[src/rtl/uart_pkg.sv]
// Definitions shared by both UART directions: FSM state codes, parity modes, held-frame layout.
package uart_pkg;

  localparam logic [2:0] S_IDLE   = 3'd0;
  localparam logic [2:0] S_START  = 3'd1;
  localparam logic [2:0] S_DATA   = 3'd2;
  localparam logic [2:0] S_PARITY = 3'd3;
  localparam logic [2:0] S_STOP   = 3'd4;

  localparam string PARITY_NONE = "NONE";
  localparam string PARITY_ODD  = "ODD";
  localparam string PARITY_EVEN = "EVEN";

  // Seed for the running XOR: the check passes when the accumulator ends at 0.
  localparam logic PARITY_INIT_ODD  = 1'b1;
  localparam logic PARITY_INIT_EVEN = 1'b0;

  typedef struct packed {
    logic [7:0] data;
    logic       parity_err;
    logic       frame_err;
  } rx_frame_t;

endpackage

[src/rtl/uart_rx_if.sv]
// Receive handshake bundle: the receiver (master) holds a frame under valid, the consumer (slave) answers with ready.
interface uart_rx_if;
  logic [7:0] data;
  logic       valid;
  logic       ready;
  logic       parity_err;
  logic       frame_err;
  logic       overrun;

  modport master (output data, valid, parity_err, frame_err, overrun, input ready);
  modport slave  (input data, valid, parity_err, frame_err, overrun, output ready);
endinterface

[src/rtl/sync_2ff.sv]
// Two-flop synchronizer for one asynchronous bit; two clocks of latency, reset loads RESET_VAL.
module sync_2ff #(
  parameter logic RESET_VAL = 1'b1
) (
  input  logic clk_in,
  input  logic reset,
  input  logic d_i,
  output logic q_o
);

  logic meta_q;
  logic sync_q;

  always_ff @(posedge clk_in) begin
    if (reset) begin
      meta_q <= RESET_VAL;
      sync_q <= RESET_VAL;
    end else begin
      meta_q <= d_i;
      sync_q <= meta_q;
    end
  end

  assign q_o = sync_q;

endmodule

[src/rtl/uart_rx.sv]
// UART receiver: mid-bit sampling, optional parity, 1-2 stop bits; valid rises the edge after the last stop sample.
// A frame finishing while the held one is unaccepted is dropped with a one-cycle overrun pulse.
module uart_rx
  import uart_pkg::*;
#(
  parameter int unsigned DATA_BITS    = 8,
  parameter string       PARITY       = "NONE",
  parameter int unsigned STOP_BITS    = 1,
  parameter int unsigned BAUD_DIVIDER = 65535
) (
  input  logic      clk_in,
  input  logic      reset,
  input  logic      rxd_in,
  uart_rx_if.master host
);

  localparam logic        PAR_EN    = (PARITY != PARITY_NONE);
  localparam logic        PAR_INIT  = (PARITY == PARITY_ODD) ? PARITY_INIT_ODD : PARITY_INIT_EVEN;
  localparam logic [15:0] HALF_TICK = 16'(BAUD_DIVIDER / 2 - 1);
  localparam logic [15:0] FULL_TICK = 16'(BAUD_DIVIDER - 1);
  localparam logic [2:0]  LAST_DATA = 3'(DATA_BITS - 1);
  localparam logic [2:0]  LAST_STOP = 3'(STOP_BITS - 1);

  logic        rxd_s;
  logic        rxd_prev_q;
  logic [2:0]  state_q, state_d;
  logic [15:0] div_cnt_q, div_cnt_d;
  logic [2:0]  bit_cnt_q, bit_cnt_d;
  logic [7:0]  shift_q, shift_d;
  logic        par_q, par_d;
  logic        ferr_q, ferr_d;
  logic        frame_done;
  logic        bit_tick;
  rx_frame_t   new_frame;
  rx_frame_t   out_q, out_d;
  logic        valid_q, valid_d;
  logic        overrun_q, overrun_d;

  sync_2ff #(
    .RESET_VAL (1'b1)
  ) u_sync (
    .clk_in (clk_in),
    .reset  (reset),
    .d_i    (rxd_in),
    .q_o    (rxd_s)
  );

  assign bit_tick = (div_cnt_q == FULL_TICK);

  always_comb begin
    state_d    = state_q;
    div_cnt_d  = div_cnt_q;
    bit_cnt_d  = bit_cnt_q;
    shift_d    = shift_q;
    par_d      = par_q;
    ferr_d     = ferr_q;
    frame_done = 1'b0;

    case (state_q)
      S_IDLE: begin
        div_cnt_d = '0;
        bit_cnt_d = '0;
        // Edge-triggered so a line parked low (break) cannot retrigger.
        if (rxd_prev_q && !rxd_s) begin
          state_d = S_START;
        end
      end

      S_START: begin
        if (div_cnt_q == HALF_TICK) begin
          div_cnt_d = '0;
          if (rxd_s) begin
            state_d = S_IDLE;
          end else begin
            state_d   = S_DATA;
            bit_cnt_d = '0;
            shift_d   = '0;
            par_d     = PAR_INIT;
            ferr_d    = 1'b0;
          end
        end else begin
          div_cnt_d = div_cnt_q + 16'd1;
        end
      end

      S_DATA: begin
        if (bit_tick) begin
          div_cnt_d          = '0;
          shift_d[bit_cnt_q] = rxd_s;
          par_d              = par_q ^ rxd_s;
          if (bit_cnt_q == LAST_DATA) begin
            bit_cnt_d = '0;
            state_d   = PAR_EN ? S_PARITY : S_STOP;
          end else begin
            bit_cnt_d = bit_cnt_q + 3'd1;
          end
        end else begin
          div_cnt_d = div_cnt_q + 16'd1;
        end
      end

      S_PARITY: begin
        if (bit_tick) begin
          div_cnt_d = '0;
          par_d     = par_q ^ rxd_s;
          state_d   = S_STOP;
        end else begin
          div_cnt_d = div_cnt_q + 16'd1;
        end
      end

      S_STOP: begin
        if (bit_tick) begin
          div_cnt_d = '0;
          if (!rxd_s) begin
            ferr_d = 1'b1;
          end
          // Leave at mid-stop-bit so the following start edge is never missed.
          if (bit_cnt_q == LAST_STOP) begin
            bit_cnt_d  = '0;
            frame_done = 1'b1;
            state_d    = S_IDLE;
          end else begin
            bit_cnt_d = bit_cnt_q + 3'd1;
          end
        end else begin
          div_cnt_d = div_cnt_q + 16'd1;
        end
      end

      default: begin
        state_d   = S_IDLE;
        div_cnt_d = '0;
        bit_cnt_d = '0;
      end
    endcase
  end

  always_comb begin
    new_frame.data       = shift_q;
    new_frame.parity_err = PAR_EN & par_q;
    new_frame.frame_err  = ferr_q | ~rxd_s;
  end

  always_comb begin
    out_d     = out_q;
    valid_d   = valid_q;
    overrun_d = 1'b0;
    if (frame_done) begin
      if (!valid_q || host.ready) begin
        out_d   = new_frame;
        valid_d = 1'b1;
      end else begin
        overrun_d = 1'b1;
      end
    end else if (valid_q && host.ready) begin
      valid_d = 1'b0;
    end
  end

  always_ff @(posedge clk_in) begin
    if (reset) begin
      rxd_prev_q <= 1'b1;
      state_q    <= S_IDLE;
      div_cnt_q  <= '0;
      bit_cnt_q  <= '0;
      shift_q    <= '0;
      par_q      <= 1'b0;
      ferr_q     <= 1'b0;
      out_q      <= '0;
      valid_q    <= 1'b0;
      overrun_q  <= 1'b0;
    end else begin
      rxd_prev_q <= rxd_s;
      state_q    <= state_d;
      div_cnt_q  <= div_cnt_d;
      bit_cnt_q  <= bit_cnt_d;
      shift_q    <= shift_d;
      par_q      <= par_d;
      ferr_q     <= ferr_d;
      out_q      <= out_d;
      valid_q    <= valid_d;
      overrun_q  <= overrun_d;
    end
  end

  assign host.data       = out_q.data;
  assign host.parity_err = out_q.parity_err;
  assign host.frame_err  = out_q.frame_err;
  assign host.valid      = valid_q;
  assign host.overrun    = overrun_q;

endmodule

[src/flat_wrapper.sv]
// flat-port wrapper written by rule: the top's interface ports become plain ports
module uart_rx_flat import uart_pkg::*;
#(
  parameter int unsigned DATA_BITS    = 8,
  parameter string       PARITY       = "    ",
  parameter int unsigned STOP_BITS    = 1,
  parameter int unsigned BAUD_DIVIDER = 65535
)
  (clk_in, reset, rxd_in, host_data, host_valid, host_parity_err, host_frame_err, host_overrun, host_ready);
  uart_rx_if host_i ();
  input  logic clk_in;
  input  logic reset;
  input  logic rxd_in;
  output wire logic [$bits(host_i.data)-1:0] host_data;
  output wire logic [$bits(host_i.valid)-1:0] host_valid;
  output wire logic [$bits(host_i.parity_err)-1:0] host_parity_err;
  output wire logic [$bits(host_i.frame_err)-1:0] host_frame_err;
  output wire logic [$bits(host_i.overrun)-1:0] host_overrun;
  input wire logic [$bits(host_i.ready)-1:0] host_ready;
  assign host_data = host_i.data;
  assign host_valid = host_i.valid;
  assign host_parity_err = host_i.parity_err;
  assign host_frame_err = host_i.frame_err;
  assign host_overrun = host_i.overrun;
  assign host_i.ready = host_ready;
  uart_rx #(.DATA_BITS(DATA_BITS), .PARITY(PARITY), .STOP_BITS(STOP_BITS), .BAUD_DIVIDER(BAUD_DIVIDER)) u_core (.clk_in(clk_in), .reset(reset), .rxd_in(rxd_in), .host(host_i));
endmodule
[config.mk]
export PLATFORM = sky130hd
export DESIGN_NAME = uart_rx_flat
export DESIGN_NICKNAME = d
export VERILOG_FILES = /design/src/rtl/uart_pkg.sv /design/src/rtl/uart_rx_if.sv /design/src/rtl/sync_2ff.sv /design/src/rtl/uart_rx.sv /design/src/flat_wrapper.sv
export SDC_FILE = /design/constraint.sdc
export NUM_CORES = 1
export LEC_CHECK = 0
export CAP_MARGIN = 10
export CELL_PAD_IN_SITES_DETAIL_PLACEMENT = 0
export CELL_PAD_IN_SITES_GLOBAL_PLACEMENT = 1
export CORE_UTILIZATION = 50
export CTS_BUF_LIST = sky130_fd_sc_hd__clkbuf_4 sky130_fd_sc_hd__clkbuf_8
export DETAILED_ROUTE_END_ITERATION = 7
export DONT_BUFFER_PORTS = 1
export PLACE_DENSITY_LB_ADDON = 0.1
export SKIP_LAST_GASP = 1
export SLEW_MARGIN = 10
export SYNTH_ARGS = -nofsm -noshare
export SYNTH_HDL_FRONTEND = slang
export SYNTH_HIERARCHICAL = 1
export SYNTH_SLANG_ARGS = --single-unit
[constraint.sdc]
create_clock -name clk_in -period 2.6 [get_ports clk_in]
set_clock_uncertainty 0.05 [all_clocks]
set_input_delay 0.13 -clock clk_in [delete_from_list [all_inputs] [get_ports clk_in]]
set_output_delay 0.13 -clock clk_in [all_outputs]
set_load 0.01 [all_outputs]
Word level (Yosys, flattened, before mapping)

Cells that the tools add are included.

Equality and inequality tests: 18
Reductions and logical operators: 22
$lt $le $gt $ge: 2
Muxes and demuxes: 40
Add/subtract/negate cells: 2
Bitwise logic cells: 5

Operators with widths:

| cell                                                                          | number |
|---|---|
| 3-bit two-way mux                                                             | 13 |
| 16-bit two-way mux                                                            | 2 |
| 16-bit one-hot mux with 2 select lines                                        | 1 |
| 8-bit two-way mux                                                             | 3 |
| 16-bit by 1-bit adder with 16-bit output (second input constant)              | 1 |
| 16-bit by 15-bit equality test with 1-bit output (second input constant)      | 1 |
| 16-bit equality test (second input constant)                                  | 1 |
| 2-bit by 1-bit inequality test with 1-bit output (second input constant)      | 8 |
| 8-bit one-hot mux with 2 select lines                                         | 1 |
| 3-bit one-hot mux with 5 select lines                                         | 1 |
| 1-bit two-way mux                                                             | 13 |
| 3-bit one-hot mux with 4 select lines                                         | 1 |
| 5-bit AND reduction                                                           | 2 |
| 8-bit bitwise mux                                                             | 1 |
| 4-bit AND reduction                                                           | 2 |
| 2-bit nonzero test                                                            | 4 |
| 7-bit AND reduction                                                           | 1 |
| 3-bit by 2-bit equality test with 1-bit output (second input constant)        | 2 |
| 3-bit equality test (second input constant)                                   | 2 |
| 3-bit logical NOT                                                             | 2 |
| 2-bit inequality test (second input constant)                                 | 3 |
| 3-bit by 4-bit less-than comparator with 1-bit output (second input constant) | 1 |
| 1-bit one-hot mux with 2 select lines                                         | 2 |
| 2-bit AND reduction                                                           | 2 |
| other kinds (13)                                                              | 19 |

Flip-flop bits (word level): 47

Longest topological paths before layout

Gate-level depths: netlist of the first run.

Depth in word-level cells: 7
Depth in mapped cells: 8
Depth with buffers taken out: 7

Cells and area by module

Netlist of the first run, hierarchy kept.

By module, submodules not included:

| module   | instances | cells each | area an instance (um2) | sequential area each (um2) |
|---|---|---|---|---|
| uart_rx  | 1         | 241        | 2,068.2                | 900.9 |
| sync_2ff | 1         | 4          | 52.6                   | 40.0 |

Worst setup path before layout of the first run

OpenSTA, ideal clock, no wires.

Path kind: register -> register
Start point: register u_core.div_cnt_q[0]
End point: register u_core.state_q[2]
Library setup time: 121 ps
Cell stages (with the launch flop): 8
Required time: 2,429 ps
Path slack: 742 ps
Buffers on the path: 0
Arrival: 1,686 ps
Path through: dfxtp_1 inv_1 ha_1 nand3_1 nor4_1 nor2b_1 nand3b_1 mux2_4

Cells in the longest elaborated chain, start to end: 3
Elaborated cells on any way between the ends: 7

RTL lines:

| element                                                                                         | line                         | source |
|---|---|---|
| start: declaration                                                                              | uart_rx.sv:27                | `logic [15:0] div_cnt_q, div_cnt_d;` |
| start signal: assignment                                                                        | uart_rx.sv:176               | `div_cnt_q <= div_cnt_d;` |
| 16-bit equality test / 16-bit by 15-bit equality test with 1-bit output (equally long branches) | uart_rx.sv:48, uart_rx.sv:70 |  |
| 2-bit by 1-bit inequality test with 1-bit output (no source line)                               | n/a                          |  |
| 7-bit AND reduction (no source line) *                                                          | n/a                          |  |
| end signal: assignment                                                                          | uart_rx.sv:175               | `state_q <= state_d;` |
| end: declaration                                                                                | uart_rx.sv:26                | `logic [2:0] state_q, state_d;` |

Every way passes the cells marked *; elsewhere a longest branch is shown, timed or not.
A chain may end at the register's enable or synchronous reset.

Final worst setup path of the first run

Start point: register u_core.div_cnt_q[0]
End point: register u_core.out_q (netlist bit u_core/host.data[0])

Cells in the longest elaborated chain, start to end: 4

RTL lines:

| element                              | line           | source |
|---|---|---|
| 16-bit equality test                 | uart_rx.sv:48  | `assign bit_tick = (div_cnt_q == FULL_TICK);` |
| 1-bit two-way mux                    | uart_rx.sv:113 | `if (bit_tick) begin` |
| 1-bit two-way mux                    | uart_rx.sv:59  | `case (state_q)` |
| 2-bit AND reduction (no source line) | n/a            |  |
| end signal: assignment               | uart_rx.sv:181 | `out_q <= out_d;` |
| end: declaration                     | uart_rx.sv:35  | `rx_frame_t out_q, out_d;` |

No other way between the ends.

==> results_dict.tcl, run 1 <==
set metrics [dict create \
    synth-main-ff-cell "dfxtp_1" \
    yosys.cell_types.count 39 \
    antenna_found_initial 0 \
    grt_max_degree 32 \
    rows 23 \
    yosys.area.top_type "dfxtp_1" \
    vdd_drop_max_uv 322 \
    syn-cell-area_mm2 0.00212 \
    fin_crit_ns 2.23 \
    pin_count 16 \
    hold_violations 0 \
    crit_type "flop to flop" \
    power_density_mw_per_mm2 597 \
    syn-num-nets 254 \
    startpoint_type "flop" \
    instances_no_fill 297 \
    die-area_mm2 0.00451 \
    post_cts_resize_count 0 \
    ys_ff_latch 47 \
    setup_tns_ns 0 \
    grt_overflow 0 \
    drv_cap 0 \
    synth_compound_area_frac 0.0956 \
    synthDominantCellAreaShare 0.444 \
    fmax_ghz 0.449 \
    setup_viol_count_final 0 \
    nets 256 \
    rrSetupSlack_ns 0.37 \
    vias 1681 \
    drt_first_iter_violations 101 \
    syn2layout_area_growth_pct 7.67 \
    route.detailed.wl_per_inst_um 14.0 \
    place.gp.congestion 0.787 \
    dp.final_hpwl_mm 2.87 \
    syn_area_per_cell_um2 8.66 \
    cts_buffers 5 \
    final_max_slew_viol_count 0 \
    rsz0062_at_grt "no" \
    grt_first_pass_wirelength_mm 7.03 \
    p_leak_nw 0.864 \
    fp.dieW_um 67.1 \
    portBuffers 0 \
    root_buffer "clkbuf_8" \
    muxShareOfSynthArea 0.0543 \
    async_flop_share 0 \
    htreeDepth 2 \
    die_h_um 67.1 \
    track_usage 0.208 \
    synth-edff-count 0 \
    final_layout_size_suffix_gt1_frac 0.0648 \
    synthTopCellsByCount "47 x dfxtp_1, 40 x nor2_1, 22 x a21oi_1" \
    clock-sinks 47 \
    core_mm2 0.00403 \
    vias_per_cell 5.66 \
    required_ns 2.70 \
    synth-simple-area-share 0.284 \
    dp_cells 288 \
    yosysWarnings 6 \
    tightestPinTransition_ns 1.07 \
    initial_core_util 0.526 \
    crit_path_end_kind "flop" \
    synth-xor-area-share 0.0578 \
    clk_pin_slew_worst_paths_ns 0.08 \
    clk_path_buf_depth 2 \
    syn_inst 245 \
    first_pass_iters 6 \
    min_path_type "input port to flop" \
    max_slew_margin 0.282 \
    period_share 0.857 \
    post-cts-setup-buffer-count 0 \
    clkLatencyLatePin_ns 0.29 \
    status "complete, no violations" \
    synth.area.top_cells "dfxtp_1 44%, nor2_1 7.1%, a21oi_1 5.2%" \
    synth_top_family_by_area "simple AND/OR/NAND/NOR gates" \
    synth_seq_area_share 0.444 \
    synthAdderAreaFrac 0.0295 \
    cts_tree "yes" \
    drc 0 \
    grt_pass1_vias 1562 \
    ant_nets 0 \
    wl_mm 4.15 \
    synthMostInstantiatedCell "dfxtp_1" \
    antenna_cells 0 \
    cp_max_fo 6 \
    arrival_ns 2.32 \
]
==> what timing repair did <==
item                                    CTS  global route
endpoints found under the hold margin    30             0
endpoints found under the setup margin    0             0
hold buffers                              2             0
==> power breakdown <==
part | internal [mW] | switching, mW | leakage (nW) | total (mW)
Sequential | 0.731 | 0.0153 | 0.379 | 0.746
Clock | 0.292 | 0.228 | 0.0547 | 0.520
Combinational | 0.0353 | 0.0620 | 0.430 | 0.0972
Total | 1.06 | 0.305 | 0.864 | 1.36
==> cell families after synthesis <==
logic type | after synthesis
flops | 47
compound gates | 35
xor+xnor | 14
simple gates | 116
fa+ha+maj | 5
buf+inv | 17
mux | 11
==> critical path, stage by stage (launching register included) <==
cell     delay [ns]
dfxtp_1        0.35
inv_1          0.07
ha_1           0.14
nand3_1        0.17
nor4_4         0.33
nand4_1        0.42
buf_4          0.33
mux2i_1        0.17
nor2_1         0.05
==> per-stage QoR <==
stage / setup WS (ns) / hold WS, ns / total power, mW / util / area (um^2)
after floorplan: 0.742 / 0.177 / 0.840 / - / 2120
after global placement: 0.483 / 0.154 / 0.849 / 0.535 / 2160
after detailed placement: 0.425 / 0.155 / 0.852 / 0.535 / 2160
after CTS: 0.367 / 0.0187 / 1.38 / 0.567 / 2280
after global routing: 0.205 / 0.0311 / 1.42 / 0.567 / 2280
final: 0.372 / 0.0215 / 1.36 / 0.567 / 2280
==> sequential cells by signal, summed over array words and instances (netlist names) <==
name                    cells
u_core/bit_cnt_q            3
u_core/div_cnt_q           16
u_core/ferr_q               1
u_core/host.data            8
u_core/host.frame_err       1
u_core/host.overrun         1
u_core/host.parity_err      1
u_core/host.valid           1
u_core/par_q                1
u_core/rxd_prev_q           1
u_core/shift_q              8
u_core/state_q              3
u_core/u_sync/meta_q        1
u_core/u_sync/q_o           1
==> cell usage in the layout, fill, tap and decap left out, types with 2 or more instances in the layout <==
cell type	netlist	layout
inv_1	7	7
clkbuf_8	0	5
nand2_1	10	10
xor2_1	6	6
nor2_1	40	40
or2_1	2	2
dlygate4sd3_1	0	2
a21oi_1	22	22
buf_4	0	3
nor2b_1	7	7
xnor2_1	8	8
or2_2	2	2
ha_1	5	5
nand4_1	10	10
a31oi_1	4	4
nand2b_1	4	4
nand3_1	15	15
mux2i_1	10	10
dfxtp_1	47	47
and4_1	2	2
o21ai_0	3	3
nor3_1	14	14
==> routing by layer <==
layer,wire (um),vias to the layer above,track usage
li1,-,853,-
met1,2110,791,0.283
met2,1800,31,0.313
met3,189,6,0.0548
met4,56,0,0.0745
met5,0,-,0
==> worst paths after layout <==
check	startpoint	to	cells after the start
worst max register to register	u_core/div_cnt_q[0]$_SDFF_PP0_	u_core/host.data[0]$_SDFFE_PP0P_	8
worst min-delay path	host_ready	u_core/host.overrun$_SDFF_PP0_	2
worst max-delay path	u_core/div_cnt_q[0]$_SDFF_PP0_	u_core/host.data[0]$_SDFFE_PP0P_	8
worst min register to register	u_core/u_sync/meta_q$_SDFF_PP1_	u_core/u_sync/q_o$_SDFF_PP1_	1
==> area by class of cell <==
class,count,area [um^2]
Clock buffer,6,76.3
Inverter,7,26.3
Timing Repair Buffer,5,42.5
Tap cell,50,62.6
Fill cell,386,1750
Multi-Input combinational cell,181,1100
Clock inverter,1,30.0
Sequential cell,47,941
No activity file was read; power rests on OpenSTA's default activity.
==> run 2, diff against run 1 <==
--- a/config.mk
+++ b/config.mk
@@ -13,5 +13,5 @@
 export DETAILED_ROUTE_END_ITERATION = 7
 export DONT_BUFFER_PORTS = 1
-export PLACE_DENSITY_LB_ADDON = 0.1
+export PLACE_DENSITY = 0.8
 export SKIP_LAST_GASP = 1
 export SLEW_MARGIN = 10
==> constraint.sdc (replaced) <==
create_clock -name clk_in -period 2.6 [get_ports clk_in]
set_clock_uncertainty 0.05 [all_clocks]
set_input_delay 0.39 -clock clk_in [delete_from_list [all_inputs] [get_ports clk_in]]
set_output_delay 0.39 -clock clk_in [all_outputs]
set_load 0.01 [all_outputs]
==> results_dict.tcl, run 2 (synthesized netlist as in run 1, its figures left out) <==
set metrics [dict create \
    min_path_type "input port to flop" \
    antenna_cells 0 \
    final_common_cell "dfxtp_1" \
    setup_viol_count_final 0 \
    final_layout_size_suffix_gt1_frac 0.0653 \
    p_comb_frac 0.070 \
    portBuffers 0 \
    dp.final_hpwl_mm 2.97 \
    pwr-share-clk 0.343 \
    startpoint_type "flop" \
    clk_pin_slew_worst_paths_ns 0.08 \
    clock-sinks 47 \
    holdWs_ns 0.110 \
    root_buffer "clkbuf_8" \
    ant_nets 0 \
    placed_area_mm2 0.00216 \
    drt_first_iter_violations 116 \
    required_ns 2.74 \
    seqCellArea_um2 941 \
    r2r_end "u_core/host.data[0]$_SDFFE_PP0P_" \
    largest-register "u_core/div_cnt_q" \
    fin_total_pwr_mw 1.27 \
    die-area_mm2 0.00451 \
    wl_mm 4.20 \
    fin_crit_ns 2.17 \
    p_seq_frac 0.587 \
    cts_tree "yes" \
    clkLatencyLatePin_ns 0.29 \
    fin_area_mm2 0.00224 \
    dp_cells 288 \
    track_usage 0.213 \
    grt_max_degree 34 \
    setup_tns_ns 0 \
    fp.dieW_um 67.1 \
    rrSetupSlack_ns 0.43 \
    antenna_found_initial 0 \
    grt_first_pass_wirelength_mm 7.12 \
    hold_buffers 0 \
    drt-met1-wl_mm 2.18 \
    arrival_ns 2.31 \
    dr_wl_met2_mm 1.82 \
    wl_met3_um 145 \
    max_slew_margin 0.498 \
    vias_per_cell 5.65 \
    multi_input_area_mm2 0.00110 \
    nets 254 \
    instances_no_fill 295 \
    cp_max_fo 6 \
    vias 1666 \
    syn2layout_area_growth_pct 5.84 \
    vdd_drop_max_uv 383 \
    timing.rr.start "u_core/div_cnt_q[0]$_SDFF_PP0_" \
    cp_cell_sequence "inv_1, ha_1, nand3_1, nor4_4, nand4_1, buf_4, mux2i_1, nor2_1" \
    core_mm2 0.00403 \
    tightestPinTransition_ns 0.750 \
    p_int_uw 973 \
    cts_buffers 5 \
    first_pass_iters 4 \
    rsz0062_at_grt "no" \
    drv_cap 0 \
    crit_path_end_kind "flop" \
    p_sw_frac 0.233 \
    pin_count 16 \
    top_layer "met4" \
    post-route-util 0.557 \
    final_max_slew_viol_count 0 \
    route.detailed.wl_per_inst_um 14.3 \
    p_leak_nw 0.848 \
    die_h_um 67.1 \
    cpMaxStageDelayCell "nand4_1" \
    initial_core_util 0.526 \
    setup_ws_ns 0.434 \
    fillers 390 \
    hold_violations 0 \
    period_share 0.833 \
    crit_path_max_incr_delay_ns 0.40 \
    grt_overflow 0 \
    switchingPower_uw 296 \
    final_cell_mix "47 x dfxtp_1, 40 x nor2_1, 22 x a21oi_1" \
    endpoint "u_core/host.data[0]$_SDFFE_PP0P_" \
    largest_reg_flops 16 \
    fmax_ghz 0.462 \
    post-cts-setup-buffer-count 0 \
    post_cts_resize_count 0 \
    place.gp.congestion 0.786 \
    grt_pass1_vias 1606 \
    status "complete, no violations" \
    power_density_mw_per_mm2 565 \
    rows 23 \
    drc 0 \
    reg2reg_depth 8 \
    crit_start "u_core/div_cnt_q[0]$_SDFF_PP0_" \
    clk_path_buf_depth 2 \
    crit_type "flop to flop" \
    htreeDepth 2 \
    place_ws_ns 0.458 \
]
[run 2: changes by cell type in the layout (fill, tap and decap cells not counted)]
cell	change
dlygate4sd3_1	-2
clkbuf_4	-1
clkbuf_8	+1
clkinv_2	+1
bufinv_16	-1
[run 2: layout make-up]
class / count / area share
Clock inverter: 1 / 0.00223
Tap cell: 50 / 0.0279
Multi-Input combinational cell: 181 / 0.492
Inverter: 7 / 0.0117
Clock buffer: 6 / 0.0368
Timing Repair Buffer: 3 / 0.0100
Sequential cell: 47 / 0.419
[run 2: worst max-delay path: cells and delay by family, from the launching register on]
kind	cells	cell delay, ns
adders and majority gates	1	0.13
buffers and inverters	2	0.39
DFF	1	0.35
muxes	1	0.16
and+or+nand+nor	4	0.98
[run 2: power by group through the flow]
stage / logic, mW / clock network [mW] / registers, mW
2_1_floorplan: 0.0812 / 0 / 0.758
3_3_place_gp: 0.0872 / 0 / 0.762
3_5_place_dp: 0.0883 / 0 / 0.762
4_1_cts: 0.0886 / 0.452 / 0.745
5_1_grt: 0.0984 / 0.481 / 0.748
6_report: 0.0886 / 0.435 / 0.745
[run 2: worst min path at each step]
stage                                                from                          endpoint  depth (start not counted)
after floorplan           u_core/u_sync/meta_q$_SDFF_PP1_      u_core/u_sync/q_o$_SDFF_PP1_                          1
after global placement    u_core/u_sync/meta_q$_SDFF_PP1_      u_core/u_sync/q_o$_SDFF_PP1_                          1
after detailed placement  u_core/u_sync/meta_q$_SDFF_PP1_      u_core/u_sync/q_o$_SDFF_PP1_                          1
after CTS                                           reset  u_core/bit_cnt_q[0]$_SDFFE_PP0P_                          1
after global routing                                reset  u_core/bit_cnt_q[0]$_SDFFE_PP0P_                          1
final                                               reset    u_core/state_q[1]$_SDFFE_PP0P_                          1
[run 2: layer usage]
layer  global-route usage  up-vias
met3               0.0479        4
li1                     -      859
met4                0.120        0
met1                0.283      779
met2                0.313       24
met5                    0        -
